===== config.mk =====
export PLATFORM = sky130hd
export DESIGN_NAME = acc_tx
export DESIGN_NICKNAME = d
export VERILOG_FILES = /design/src/rtl/acc_tx_pkg.sv /design/src/rtl/acc_tx_uart_byte_tx.sv /design/src/rtl/acc_tx.sv
export SDC_FILE = /design/constraint.sdc
export NUM_CORES = 1
export LEC_CHECK = 0
export BUFFER_PORTS_ARGS = -buffer_cell sky130_fd_sc_hd__clkbuf_2
export CORE_UTILIZATION = 64
export CTS_BUF_LIST = sky130_fd_sc_hd__clkbuf_8
export DETAILED_ROUTE_END_ITERATION = 8
export GPL_TIMING_DRIVEN = 0
export PLACE_DENSITY = 0.85
export SETUP_SLACK_MARGIN = 0.2
export SYNTH_ARGS = -nofsm -noshare
export SYNTH_HDL_FRONTEND = slang
export SYNTH_HIERARCHICAL = 1
export SYNTH_SLANG_ARGS = --single-unit

===== constraint.sdc =====
create_clock -name clk -period 3.1 [get_ports clk]
set_input_delay 0.155 -clock clk [delete_from_list [all_inputs] [get_ports clk]]
set_output_delay 0.155 -clock clk [all_outputs]
set_load 0.03 [all_outputs]

===== src/rtl/acc_tx_pkg.sv =====
// acc_tx_pkg: shared constants and state encoding for the accumulator dump
// transmitter. Optional feature macro: ACC_TX_PARITY_EN (adds an even-parity
// bit to every frame and the ST_PARITY state).
package acc_tx_pkg;

  localparam int SB_TICK_DEF = 16;  // baud ticks per serial bit
  localparam int BYTE_W      = 8;   // width of one transmitted byte
  localparam int DATA_BITS   = 8;   // data bits per frame

  // Serializer states; ST_PARITY only exists in the parity build.
  typedef enum logic [2:0] {
    ST_IDLE   = 3'd0,
    ST_START  = 3'd1,
    ST_DATA   = 3'd2,
`ifdef ACC_TX_PARITY_EN
    ST_PARITY = 3'd3,
`endif
    ST_STOP   = 3'd4
  } tx_state_e;

  // Counter width helper; never returns zero so a 1-count counter still has a bit.
  function automatic int cnt_width(input int n);
    return (n > 1) ? $clog2(n) : 1;
  endfunction

  // Even parity over one byte (XOR of all data bits).
  function automatic logic even_parity(input logic [BYTE_W-1:0] b);
    return ^b;
  endfunction

endpackage


===== src/rtl/acc_tx_uart_byte_tx.sv =====
// uart_byte_tx: serializes one byte as an 8N1 frame (8E1 when
// ACC_TX_PARITY_EN is defined), counting SB_TICK baud ticks per bit.
// A new byte can be loaded in IDLE or on the final tick of the stop bit,
// which lets the caller chain bytes with no idle gap.
//
//   state     | meaning
//   ----------+----------------------------------------------------
//   ST_IDLE   | line idle (tx=1), ticks ignored, waiting for load
//   ST_START  | start bit (tx=0)
//   ST_DATA   | data bits, LSB first (tx=shreg_q[0])
//   ST_PARITY | even-parity bit (parity build only)
//   ST_STOP   | stop bit (tx=1); last tick either reloads or idles
module uart_byte_tx
  import acc_tx_pkg::*;
#(
  parameter int SB_TICK = SB_TICK_DEF
) (
  input  logic              clk,
  input  logic              reset,
  input  logic              tick,
  input  logic              load,
  input  logic [BYTE_W-1:0] din,
  output logic              tx,
  output logic              stop_end
);

  localparam int TW = cnt_width(SB_TICK);
  localparam int CW = cnt_width(DATA_BITS);
  localparam logic [TW-1:0] TICK_LAST = TW'(SB_TICK - 1);
  localparam logic [CW-1:0] BIT_LAST  = CW'(DATA_BITS - 1);

  tx_state_e         state_q, state_d;
  logic [TW-1:0]     tick_cnt_q, tick_cnt_d;
  logic [CW-1:0]     bit_cnt_q, bit_cnt_d;
  logic [BYTE_W-1:0] shreg_q, shreg_d;
  logic              bit_end;
  logic              take;
`ifdef ACC_TX_PARITY_EN
  logic              par_q, par_d;
`endif

  // State and datapath registers.
  always_ff @(posedge clk) begin
    if (reset) begin
      state_q    <= ST_IDLE;
      tick_cnt_q <= '0;
      bit_cnt_q  <= '0;
      shreg_q    <= '0;
`ifdef ACC_TX_PARITY_EN
      par_q      <= 1'b0;
`endif
    end else begin
      state_q    <= state_d;
      tick_cnt_q <= tick_cnt_d;
      bit_cnt_q  <= bit_cnt_d;
      shreg_q    <= shreg_d;
`ifdef ACC_TX_PARITY_EN
      par_q      <= par_d;
`endif
    end
  end

  // Next-state, tick counting, bit sequencing and byte (re)load.
  always_comb begin
    state_d    = state_q;
    tick_cnt_d = tick_cnt_q;
    bit_cnt_d  = bit_cnt_q;
    shreg_d    = shreg_q;
`ifdef ACC_TX_PARITY_EN
    par_d      = par_q;
`endif

    bit_end  = (state_q != ST_IDLE) && tick && (tick_cnt_q == TICK_LAST);
    stop_end = (state_q == ST_STOP) && bit_end;
    take     = load && ((state_q == ST_IDLE) || stop_end);

    if ((state_q != ST_IDLE) && tick) begin
      tick_cnt_d = bit_end ? '0 : tick_cnt_q + 1'b1;
    end

    case (state_q)
      ST_START: begin
        if (bit_end) state_d = ST_DATA;
      end
      ST_DATA: begin
        if (bit_end) begin
          shreg_d = shreg_q >> 1;
          if (bit_cnt_q == BIT_LAST) begin
            bit_cnt_d = '0;
`ifdef ACC_TX_PARITY_EN
            state_d   = ST_PARITY;
`else
            state_d   = ST_STOP;
`endif
          end else begin
            bit_cnt_d = bit_cnt_q + 1'b1;
          end
        end
      end
`ifdef ACC_TX_PARITY_EN
      ST_PARITY: begin
        if (bit_end) state_d = ST_STOP;
      end
`endif
      ST_STOP: begin
        if (bit_end) state_d = ST_IDLE;
      end
      default: state_d = ST_IDLE;
    endcase

    // A load starts a fresh frame with a cleared tick counter; on the last
    // stop tick it overrides the return to IDLE so bytes go back to back.
    if (take) begin
      state_d    = ST_START;
      tick_cnt_d = '0;
      bit_cnt_d  = '0;
      shreg_d    = din;
`ifdef ACC_TX_PARITY_EN
      par_d      = even_parity(din);
`endif
    end
  end

  // Line level is a pure function of the registered state, so it changes
  // on the same edge as the state.
  always_comb begin
    tx = 1'b1;
    case (state_q)
      ST_START:  tx = 1'b0;
      ST_DATA:   tx = shreg_q[0];
`ifdef ACC_TX_PARITY_EN
      ST_PARITY: tx = par_q;
`endif
      default:   tx = 1'b1;
    endcase
  end

endmodule


===== src/rtl/acc_tx.sv =====
// acc_tx: dumps a DB-bit accumulator word over a UART line as DB/8 bytes,
// least significant byte first. Owns the shadow capture, byte sequencing,
// Busy and Done; the per-byte framing lives in uart_byte_tx.
// Optional feature macro: ACC_TX_PARITY_EN (even-parity bit per frame).
// DB must be a non-zero multiple of 8.
module acc_tx
  import acc_tx_pkg::*;
#(
  parameter int DB      = 16,
  parameter int SB_TICK = SB_TICK_DEF
) (
  input  logic          clk,
  input  logic          reset,
  input  logic [DB-1:0] Entrada,
  input  logic          Start,
  input  logic          tick,
  output logic          tx,
  output logic          Busy,
  output logic          Done
);

  localparam int NB = DB / BYTE_W;
  localparam int BW = cnt_width(NB);
  localparam logic [BW-1:0] LAST_IDX = BW'(NB - 1);

  logic [DB-1:0]     shadow_q;
  logic [BW-1:0]     byte_idx_q;
  logic [BW-1:0]     next_idx;
  logic              busy_q;
  logic              done_q;
  logic              accept;
  logic              last_byte;
  logic              load;
  logic [BYTE_W-1:0] din;
  logic              stop_end;

  // Accept/advance decisions. The first byte is taken straight from Entrada
  // because the shadow register only holds the word after this edge.
  always_comb begin
    accept    = Start && !busy_q;
    last_byte = (byte_idx_q == LAST_IDX);
    next_idx  = byte_idx_q + 1'b1;
    load      = accept || (busy_q && stop_end && !last_byte);
    din       = accept ? Entrada[BYTE_W-1:0]
                       : shadow_q[{next_idx, 3'b000} +: BYTE_W];
  end

  // Shadow capture, byte index, Busy and the one-cycle Done pulse.
  always_ff @(posedge clk) begin
    if (reset) begin
      shadow_q   <= '0;
      byte_idx_q <= '0;
      busy_q     <= 1'b0;
      done_q     <= 1'b0;
    end else begin
      done_q <= 1'b0;
      if (accept) begin
        shadow_q   <= Entrada;
        byte_idx_q <= '0;
        busy_q     <= 1'b1;
      end else if (busy_q && stop_end) begin
        if (last_byte) begin
          busy_q     <= 1'b0;
          done_q     <= 1'b1;
          byte_idx_q <= '0;
        end else begin
          byte_idx_q <= next_idx;
        end
      end
    end
  end

  uart_byte_tx #(
    .SB_TICK (SB_TICK)
  ) u_byte_tx (
    .clk      (clk),
    .reset    (reset),
    .tick     (tick),
    .load     (load),
    .din      (din),
    .tx       (tx),
    .stop_end (stop_end)
  );

  assign Busy = busy_q;
  assign Done = done_q;

endmodule

==> results of run 1 <==
-- cells by family after synthesis --
group                      count (synthesis)  synth area share (%)
buffers and inverters                     15                 6.103
and+or+nand+nor                           99                 25.55
adders and majority gates                  3                 2.129
DFF                                       37                 42.02
xor gates and xnor gates                   2                0.9938
muxes                                      9                 5.110
AOI/OAI and AO/OA                         49                 18.10
-- worst max-delay path: stages, from the launching register on --
cell	delay (ns)
dfxtp_1	0.40
ha_1	0.26
nand3_1	0.11
nor2_1	0.21
and3_1	0.25
nand2_1	0.09
o21ai_0	0.34
o211ai_4	0.19
nand2b_1	0.12
buf_2	0.23
nor2_1	0.09
-- worst paths after layout --
kind	from	endpoint
max	u_byte_tx/tick_cnt_q[0]$_SDFFE_PP0P_	u_byte_tx/tick_cnt_q[0]$_SDFFE_PP0P_
min	Entrada[10]	shadow_q[10]$_SDFFE_PP0P_
max reg2reg	u_byte_tx/tick_cnt_q[0]$_SDFFE_PP0P_	u_byte_tx/tick_cnt_q[0]$_SDFFE_PP0P_
min reg2reg	shadow_q[7]$_SDFFE_PP0P_	shadow_q[7]$_SDFFE_PP0P_
-- layout make-up --
cell class	count	share of cell area (%)
sequential	37	36.91
timing repair buffer	21	5.237
tap	30	1.870
buffer	14	5.175
multi-input combinational	162	45.57
inverter	1	0.1870
clock inverter	1	0.2494
clock buffer	7	4.801
-- sequential cells by signal, indices dropped and copies added, names as in the netlist --
register / cells
u_byte_tx/tick_cnt_q: 4
Done: 1
Busy: 1
byte_idx_q: 1
u_byte_tx/shreg_q: 8
shadow_q: 16
u_byte_tx/bit_cnt_q: 3
u_byte_tx/state_q: 3
-- per-stage QoR --
stage                     setup slack [ns]  hold WS (ns)  cell area [sq um]
final                               0.6915       0.07407               2007
after global routing                0.4942       0.06228               2007
after CTS                           0.7357       0.06564               2007
after detailed placement            0.7970        0.3854               1906
after global placement              0.8265        0.3777               1906
after floorplan                      1.072        0.2910               1763
-- routing by layer --
metal  wire, um  GRT usage [%]
met2       1823          45.93
met5          0              0
met3        169          10.83
met1       1806          37.50
met4         49          8.974
-- cells in the final DEF, fill, tap and decap left out, types with 4 or more instances in the layout --
master and instances:
nor2b_1 4, a21oi_1 24, nand2_1 62, mux2i_1 9, clkbuf_2 22, a311oi_1 5, o21ai_0 11, dfxtp_1 37
buf_2 4, nor3b_1 4, nor2_1 15, clkbuf_8 7
-- power by group --
part	total [mW]	switching, mW	internal [mW]
Clock	0.371	0.170	0.201
Combinational	0.124	0.0743	0.0501
Sequential	0.513	0.0137	0.500
==> qor.yml, run 1 <==
final_layout:
  drive_above_1_share_pct: 20.58
  final_cells: 273
  nets: 265
  fillCellCount: 198
  multi_input_area_sq_um: 914.6
  post-route-util_pct: 78.86
  synthToLayoutAreaGrowth_pct: 13.84
  seqCellArea_sq_um: 740.7
  antennaDiodeCount: 0
global_route:
  grt_util_all_layers_pct: 29.39
  grt_pass1_vias: 1313
  grt_start_max_net_pins: 12
  grt_pass1_wl_um: 5885
  grt.overflow.total: 0
  antenna_found_initial: 0
synth:
  synth_ff_type: "dfxtp_1"
  synthCells: 214
  netlist_area_sq_mm: 0.001763
  synthTopCellsByArea: "dfxtp_1 42%, nand2_1 13%, a21oi_1 6.8%"
  synth_nets: 237
  synthDistinctLibCells: 36
  synth-seq-area-share_pct: 42.02
  post-synth-top-count-cell: "nand2_1"
  ys_ff_latch: 37
  synth_top_area_share_pct: 42.02
  yosys.area.top_type: "dfxtp_1"
  synth_common_cells: "62 x nand2_1, 37 x dfxtp_1, 24 x a21oi_1, 15 x nor2_1, 11 x o21ai_0"
  ys_warn_count: 6
  synthArstFlopShare_pct: 0
  synth_edf_count: 0
  avgSynthCellArea_sq_um: 8.238
placement:
  io_buffers: 21
  gp_congestion: 0.7818
  dp_cells: 265
  post-dp-hpwl_um: 2661
power_and_ir_drop:
  ir_drop_mv: 0.4630
  powerDensity_mw_per_mm2: 502.7
  p_leak_nw: 0.7810
  totalPowerFinal_mw: 1.009
hold_path:
  hold_depth: 3
  min_path_type: "in2reg"
setup_path:
  critPathKind: "reg2reg"
  setup.worst_path.start_class: "register"
  crit_path_end_kind: "register"
  worstPathRequired_ns: 3.28
  worstRegToRegCells: 10
  cp_max_fo: 9
  arrival_ns: 2.59
  r2r_setup_slack_ns: 0.69
timing:
  period_minus_slack_ns: 2.409
  slew_violations: 0
  timing.final.crit_share_pct: 77.69
  fin_setup_tns_ns: 0
  finalSetupViolCount: 0
  finalHoldViolCount: 0
  relSlewSlack_pct: 65.01
  tightest_slew_ns: 0.5249
  rsz0062_at_grt: "false"
  fin_skew_ns: 0.007808
  timing.fmax_ghz: 0.4152
routing:
  vias_per_cell: 5.795
  drt_pass1_iterations: 4
  drt-initial-drc-count: 53
  remaining_drc_errors: 0
  drt_wl_total_um: 3848
  vias: 1582
  wl_per_cell_um: 14.10
  ant_nets: 0
floorplanning:
  rows: 18
  dieWidth_um: 54.49
  pin_count: 23
  dieArea_sq_mm: 0.002969
  core_sq_mm: 0.002545
  initial_utilization_pct: 69.27
  die_h_um: 54.49
clocking:
  h-tree-depth: 2
  cts_setup_buffers: 0
  clock_sinks: 37
  clk_pin_slew_ns: 0.07
  root_buffer: "clkbuf_8"
  postCtsResizedCells: 0
  tritoncts: "yes"
  cts_buffer_depth: 2
  postCtsHoldBufs: 0
  clk_latency_ns: 0.30
  cts_made_buffers: 5
run_status:
  outcome: "finished, final reports clean"
flow_run:
  max_cap_violations: 0
Note: power is estimated with default switching activity, not from simulation.
==> run 2: changes to the inputs <==
--- a/config.mk
+++ b/config.mk
@@ -5,12 +5,13 @@
 export SDC_FILE = /design/constraint.sdc
 export NUM_CORES = 1
 export LEC_CHECK = 0
+export ABC_AREA = 1
 export BUFFER_PORTS_ARGS = -buffer_cell sky130_fd_sc_hd__clkbuf_2
-export CORE_UTILIZATION = 64
+export CORE_UTILIZATION = 60
 export CTS_BUF_LIST = sky130_fd_sc_hd__clkbuf_8
 export DETAILED_ROUTE_END_ITERATION = 8
 export GPL_TIMING_DRIVEN = 0
-export PLACE_DENSITY = 0.85
+export PLACE_DENSITY = 0.79
 export SETUP_SLACK_MARGIN = 0.2
 export SYNTH_ARGS = -nofsm -noshare
 export SYNTH_HDL_FRONTEND = slang
==> constraint.sdc (replaced) <==
create_clock -name clk -period 2.3 [get_ports clk]
set_input_delay 0.115 -clock clk [delete_from_list [all_inputs] [get_ports clk]]
set_output_delay 0.115 -clock clk [all_outputs]
set_load 0.03 [all_outputs]
==> qor.yml, run 2 <==
run_status:
  outcome: "finished, final reports clean"  # unchanged
floorplanning:
  dieArea_sq_mm: 0.003722  # was 0.002969 sq mm
  die_h_um: 61.01  # was 54.49 um
  rows: 21  # was 18
  pin_count: 23  # unchanged
  core_sq_mm: 0.003337  # was 0.002545 sq mm
  dieWidth_um: 61.01  # was 54.49 um
  initial_utilization_pct: 62.62  # was 69.27%
clocking:
  cts_made_buffers: 5  # unchanged
  postCtsHoldBufs: 0  # unchanged
  root_buffer: "clkbuf_8"  # unchanged
  clk_pin_slew_ns: 0.07  # about the same
  cts_setup_buffers: 0  # unchanged
  cts_buffer_depth: 2  # unchanged
  postCtsResizedCells: 0  # unchanged
  clock_sinks: 37  # unchanged
  h-tree-depth: 2  # unchanged
  tritoncts: "yes"  # unchanged
  clk_latency_ns: 0.29  # was 0.30 ns
final_layout:
  fin_area_sq_mm: 0.002342  # was 0.002007 sq mm
  regMostFlops: "shadow_q"  # unchanged
  nets: 352  # was 265
  synthToLayoutAreaGrowth_pct: 12.10  # was 13.84%
  antennaDiodeCount: 0  # unchanged
  drive_above_1_share_pct: 21.52  # was 20.58%
  largest_reg_flops: 16  # unchanged
  reg.largest.list: "shadow_q (16), u_byte_tx/shreg_q (8), u_byte_tx/tick_cnt_q (4)"  # unchanged
  final_cell_mix: "76 x nand2_1, 52 x nand3_1, 42 x inv_1"  # was 62 x nand2_1, 37 x dfxtp_1, 24 x a21oi_1
  final_common_cell: "nand2_1"  # unchanged
  post-route-util_pct: 70.19  # was 78.86%
setup_path:
  crit_path_end_kind: "register"  # unchanged
  cpMostUsedCell: "nand2_4"  # was nor2_1
  setup.worst_path.start_class: "register"  # unchanged
  crit_path_cell_trace: "ha_1 > nand2_2 > nor2_4 > nand4_2 > inv_1 > nand3_1 > nand2_1 > clkbuf_4 > nand2_4 > buf_6 > nand2_4 > a21oi_1"  # was ha_1 > nand3_1 > nor2_1 > and3_1 > nand2_1 > o21ai_0 > o211ai_4 > nand2b_1 > buf_2 > nor2_1
  cp_max_fo: 10  # was 9
  critPathKind: "reg2reg"  # unchanged
  path_buf_inv: 3  # was 1
  slowest_delay_ns: 0.37  # was 0.40 ns
  critical_path.slowest_cell: "dfxtp_1"  # unchanged
  worstPathRequired_ns: 2.48  # was 3.28 ns
  arrival_ns: 2.10  # was 2.59 ns
  cp_top_family: "simple AND/OR/NAND/NOR gates"  # unchanged
placement:
  post-dp-hpwl_um: 2927  # was 2661 um
  placed_cell_area_sq_mm: 0.002257  # was 0.001906 sq mm
  io_buffers: 22  # was 21
  dp_slack_ns: 0.3901  # was 0.7970 ns
  gp_congestion: 0.8342  # was 0.7818
timing:
  period_minus_slack_ns: 1.927  # was 2.409 ns
  relSlewSlack_pct: 68.01  # was 65.01%
  timing.fmax_ghz: 0.5190  # was 0.4152 GHz
  finalSetupViolCount: 0  # unchanged
  slew_violations: 0  # unchanged
  worst_slack_ns: 0.3732  # was 0.6915 ns
  tightest_slew_ns: 0.4799  # was 0.5249 ns
  fin_skew_ns: 0.008194  # was 0.007808 ns
  finalHoldViolCount: 0  # unchanged
  rsz0062_at_grt: "false"  # unchanged
  timing.final.crit_share_pct: 83.78  # was 77.69%
  fin_setup_tns_ns: 0  # unchanged
synth:
  ys_warn_count: 6  # unchanged
  synthArstFlopShare_pct: 0  # unchanged
  post-synth-top-count-cell: "nand2_1"  # unchanged
  synth_common_cells: "76 x nand2_1, 52 x nand3_1, 41 x inv_1, 37 x dfxtp_1, 25 x nor2_1"  # was 62 x nand2_1, 37 x dfxtp_1, 24 x a21oi_1, 15 x nor2_1, 11 x o21ai_0
  synthDistinctLibCells: 29  # was 36
  ys_ff_latch: 37  # unchanged
  yosys.area.top_type: "dfxtp_1"  # unchanged
  synth_nets: 323  # was 237
  synth_ff_type: "dfxtp_1"  # unchanged
  netlist_area_sq_mm: 0.002090  # was 0.001763 sq mm
  synthCells: 300  # was 214
  synth_edf_count: 0  # unchanged
  synth-seq-area-share_pct: 35.45  # was 42.02%
  synth_top_area_share_pct: 35.45  # was 42.02%
  synthTopCellsByArea: "dfxtp_1 35%, nand2_1 14%, nand3_1 12%"  # was dfxtp_1 42%, nand2_1 13%, a21oi_1 6.8%
  avgSynthCellArea_sq_um: 6.965  # was 8.238 sq um
routing:
  remaining_drc_errors: 0  # unchanged
  drt-initial-drc-count: 79  # was 53
  ant_nets: 0  # unchanged
  wl_per_cell_um: 10.32  # was 14.10 um
  vias: 1867  # was 1582
  vias_per_cell: 4.965  # was 5.795
  drt_wl_total_um: 3881  # was 3848 um
  drt_pass1_iterations: 4  # unchanged
global_route:
  grt_start_max_net_pins: 12  # unchanged
  antenna_found_initial: 0  # unchanged
  grt_util_all_layers_pct: 22.28  # was 29.39%
  grt_pass1_wl_um: 6182  # was 5885 um
  grt_pass1_vias: 1535  # was 1313
  grt.overflow.total: 0  # unchanged
power_and_ir_drop:
  p_leak_nw: 1.154  # was 0.7810 nW
  ir_drop_mv: 0.4470  # was 0.4630 mV
  powerDensity_mw_per_mm2: 573.3  # was 502.7 mW/mm^2
  totalPowerFinal_mw: 1.343  # was 1.009 mW
flow_run:
  max_cap_violations: 0  # unchanged
hold_path:
  min_path_type: "in2reg"  # unchanged
[run 2: cell type report]
| cell class | count | area [sq um] |
|---|---|---|
| clock inverter | 3 | 13.76 |
| inverter | 44 | 167.7 |
| clock buffer | 5 | 68.82 |
| buffer | 14 | 118.9 |
| multi-input combinational | 205 | 1065 |
| tap | 46 | 57.56 |
| fill | 336 | 994.7 |
| sequential | 37 | 740.7 |
| timing repair buffer | 22 | 110.1 |
[run 2: cell families after synthesis]
kind of cell / count (synthesis) / synth area share, %
compound gates: 21 / 5.688
fa+ha+maj: 3 / 1.797
buf+inv: 58 / 13.59
flops: 37 / 35.45
simple gates: 181 / 43.47
[run 2: worst paths after layout]
kind,cells past startpoint,endpoint,slack (ns),start
max,12,u_byte_tx/state_q[2]$_SDFFE_PP0P_,0.37,u_byte_tx/tick_cnt_q[0]$_SDFFE_PP0P_
min,2,Done$_SDFF_PP0_,0.04,reset
max reg2reg,12,u_byte_tx/state_q[2]$_SDFFE_PP0P_,0.37,u_byte_tx/tick_cnt_q[0]$_SDFFE_PP0P_
min reg2reg,2,shadow_q[0]$_SDFFE_PP0P_,0.46,shadow_q[0]$_SDFFE_PP0P_
[run 2: stage by stage]
stage / cells / hold slack [ns]
detailed placement: 368 / 0.3402
CTS: 376 / 0.03600
finish: 376 / 0.04123
global route: 376 / 0.05646
global placement: 368 / 0.3448
floorplan: 300 / 0.1943
[run 2: where the power goes]
group | switching (mW) | internal (mW)
clock | 0.223 | 0.205
combinational | 0.133 | 0.0841
sequential | 0.0215 | 0.676
[run 2: metal layers]
layer,track usage (%),routed length (um),share of wire (%),up-vias
met1,25.55,1789,46,831
li1,-,-,-,1003
met2,40.82,1916,49,24
met5,0,0,0,-
met3,3.992,104,2.7,9
met4,9.091,70,1.8,0
==> run 3: changes to the inputs <==
--- a/config.mk
+++ b/config.mk
@@ -5,9 +5,9 @@
 export SDC_FILE = /design/constraint.sdc
 export NUM_CORES = 1
 export LEC_CHECK = 0
-export ABC_AREA = 1
+export ABC_AREA = 0
 export BUFFER_PORTS_ARGS = -buffer_cell sky130_fd_sc_hd__clkbuf_2
-export CORE_UTILIZATION = 60
+export CORE_UTILIZATION = 59
 export CTS_BUF_LIST = sky130_fd_sc_hd__clkbuf_8
 export DETAILED_ROUTE_END_ITERATION = 8
 export GPL_TIMING_DRIVEN = 0
==> constraint.sdc (replaced) <==
create_clock -name clk -period 1.9 [get_ports clk]
set_input_delay 0.095 -clock clk [delete_from_list [all_inputs] [get_ports clk]]
set_output_delay 0.095 -clock clk [all_outputs]
set_load 0.03 [all_outputs]
==> qor.yml, run 3 (synthesized netlist as in run 1, its figures left out) <==
floorplanning:
  initial_utilization_pct: 62.85  # was 62.62%
  dieArea_sq_mm: 0.003210  # was 0.003722 sq mm
  rows: 19  # was 21
  die_h_um: 56.66  # was 61.01 um
  dieWidth_um: 56.66  # was 61.01 um
  core_sq_mm: 0.002805  # was 0.003337 sq mm
  pin_count: 23  # unchanged
timing:
  fin_skew_ns: 0.01104  # was 0.008194 ns
  timing.fmax_ghz: 0.5537  # was 0.5190 GHz
  relSlewSlack_pct: 62.22  # was 68.01%
  worst_slack_ns: 0.09389  # was 0.3732 ns
  timing.final.crit_share_pct: 95.06  # was 83.78%
  rsz0062_at_grt: "true"  # was false
  fin_setup_tns_ns: 0  # unchanged
  period_minus_slack_ns: 1.806  # was 1.927 ns
  tightest_slew_ns: 0.5667  # was 0.4799 ns
  finalHoldViolCount: 0  # unchanged
  slew_violations: 0  # unchanged
  finalSetupViolCount: 0  # unchanged
  hold_ws_ns: 0.01971  # was 0.04123 ns
clocking:
  root_buffer: "clkbuf_8"  # unchanged
  cts_made_buffers: 5  # unchanged
  cts_buffer_depth: 2  # unchanged
  clk_pin_slew_ns: 0.07  # about the same
  clock_sinks: 37  # unchanged
  clk_latency_ns: 0.29  # about the same
  tritoncts: "yes"  # unchanged
  h-tree-depth: 2  # unchanged
  postCtsHoldBufs: 0  # unchanged
setup_path:
  setup.worst_path.start_class: "register"  # unchanged
  arrival_ns: 2.00  # was 2.10 ns
  critPathKind: "reg2reg"  # unchanged
  worstPathRequired_ns: 2.09  # was 2.48 ns
  cp_max_fo: 5  # was 10
  crit_path_end_kind: "register"  # unchanged
routing:
  wl_per_cell_um: 14.52  # was 10.32 um
  remaining_drc_errors: 2  # was 0
  drt-initial-drc-count: 93  # was 79
  ant_nets: 0  # unchanged
  vias: 1666  # was 1867
  drt_pass1_iterations: 6  # was 4
  vias_per_cell: 5.705  # was 4.965
  drt_wl_total_um: 4240  # was 3881 um
global_route:
  grt_pass1_vias: 1464  # was 1535
  grt_start_max_net_pins: 11  # was 12
  grt_pass1_wl_um: 6237  # was 6182 um
  grt_util_all_layers_pct: 25.88  # was 22.28%
  grt.overflow.total: 0  # unchanged
  antenna_found_initial: 0  # unchanged
power_and_ir_drop:
  pwr-share-comb_pct: 16.2  # about the same
  pwr-share-seq_pct: 52.5  # was 51.9%
  p_sw_mw: 0.4225  # was 0.3776 mW
  p_clk_share_pct: 31.3  # was 31.9%
  power.internal_mw: 1.172  # was 0.9653 mW
  switching_share_pct: 26.49  # was 28.12%
  ir_drop_mv: 0.6204  # was 0.4470 mV
  powerDensity_mw_per_mm2: 697.2  # was 573.3 mW/mm^2
  p_leak_nw: 0.8943  # was 1.154 nW
final_layout:
  final_cells: 292  # was 376
  regMostFlops: "shadow_q"  # unchanged
  nets: 285  # was 352
  final_cell_mix: "61 x nand2_1, 33 x dfxtp_1, 22 x a21oi_1"  # was 76 x nand2_1, 52 x nand3_1, 42 x inv_1
  drive_above_1_share_pct: 33.72  # was 21.52%
  final_common_cell: "nand2_1"  # unchanged
  reg.largest.list: "shadow_q (16), u_byte_tx/shreg_q (8), u_byte_tx/tick_cnt_q (4)"  # unchanged
  antennaDiodeCount: 0  # unchanged
  synthToLayoutAreaGrowth_pct: 29.74  # was 12.10%
  largest_reg_flops: 16  # unchanged
  fin_area_sq_mm: 0.002287  # was 0.002342 sq mm
flow_run:
  max_cap_violations: 0  # unchanged
placement:
  placed_cell_area_sq_mm: 0.001957  # was 0.002257 sq mm
  gp_congestion: 0.8363  # was 0.8342
  io_buffers: 21  # was 22
  post-dp-hpwl_um: 2640  # was 2927 um
  dp_cells: 266  # was 368
  dp_slack_ns: -0.1472  # was 0.3901 ns
run_status:
  outcome: "finished, violations left"  # was finished, final reports clean
  violations: "DRC"
hold_path:
  min_path_type: "in2reg"  # unchanged
run 3: cell count changes in the layout (fill, tap and decap cells not counted), sizes merged, moves of 7 or more:
cell	previous run	this run
buf	13	33
a21oi	17	24
mux2i	0	9
nand3	63	1
inv	45	1
nand2	83	62
o21ai	2	11
a311oi	0	7
nor2	29	17
run 3: layout make-up:
class	instances	area (sq um)
flip-flops and latches	37	750.7
inverters	1	3.754
clock inverters	1	5.005
plain buffers	14	125.1
multi-input cells	162	1025
clock buffers	5	68.82
well taps	31	38.79
fillers	174	518.0
repair buffers	41	270.3
run 3: path summary, 6_finish.rpt:
| kind | start | to | slack, ns | depth (start not counted) |
|---|---|---|---|---|
| min | Entrada[8] | shadow_q[8]$_SDFFE_PP0P_ | 0.02 | 3 |
| max | u_byte_tx/state_q[0]$_SDFFE_PP0P_ | u_byte_tx/shreg_q[5]$_SDFFE_PP0P_ | 0.09 | 10 |
| min reg2reg | shadow_q[13]$_SDFFE_PP0P_ | shadow_q[13]$_SDFFE_PP0P_ | 0.46 | 2 |
| max reg2reg | u_byte_tx/state_q[0]$_SDFFE_PP0P_ | u_byte_tx/shreg_q[5]$_SDFFE_PP0P_ | 0.09 | 10 |
run 3: power groups by stage:
stage / combinational [mW] / clock (mW) / sequential [mW]
after floorplan: 0.148 / 0 / 0.854
after global placement: 0.200 / 0 / 0.853
after detailed placement: 0.207 / 0 / 0.856
after CTS: 0.238 / 0.511 / 0.836
after global routing: 0.280 / 0.535 / 0.840
final: 0.259 / 0.499 / 0.837
run 3: worst max-delay path, stage by stage (launching register included):
cell      delay [ns]
dfxtp_2         0.32
buf_6           0.12
o31ai_4         0.27
nor2_4          0.07
and3_4          0.20
nand2_4         0.08
o21ai_4         0.07
o211ai_4        0.12
buf_6           0.17
nor2_2          0.04
a311oi_2        0.25
run 3: layer usage:
layer  routed length (um)  global-route usage [%]  up-vias
li1                     -                       -      825
met1                 1814                   31.38      781
met2                 2108                   41.67       51
met3                  243                   8.986        9
met4                   74                   10.71        0
met5                    0                       0        -
run 3: stage by stage:
stage / utilization (%) / total power, mW
after floorplan: - / 1.002
after global placement: 69.76 / 1.053
after detailed placement: 69.76 / 1.063
after CTS: 78.28 / 1.585
after global routing: 81.53 / 1.654
final: 81.53 / 1.595
run 3: timing repair:
action,in CTS,in global routing
resized for setup,19,9
endpoints found under the setup margin,18,17
pin swaps,5,4
cloned,1,1
buffers inserted,11,7
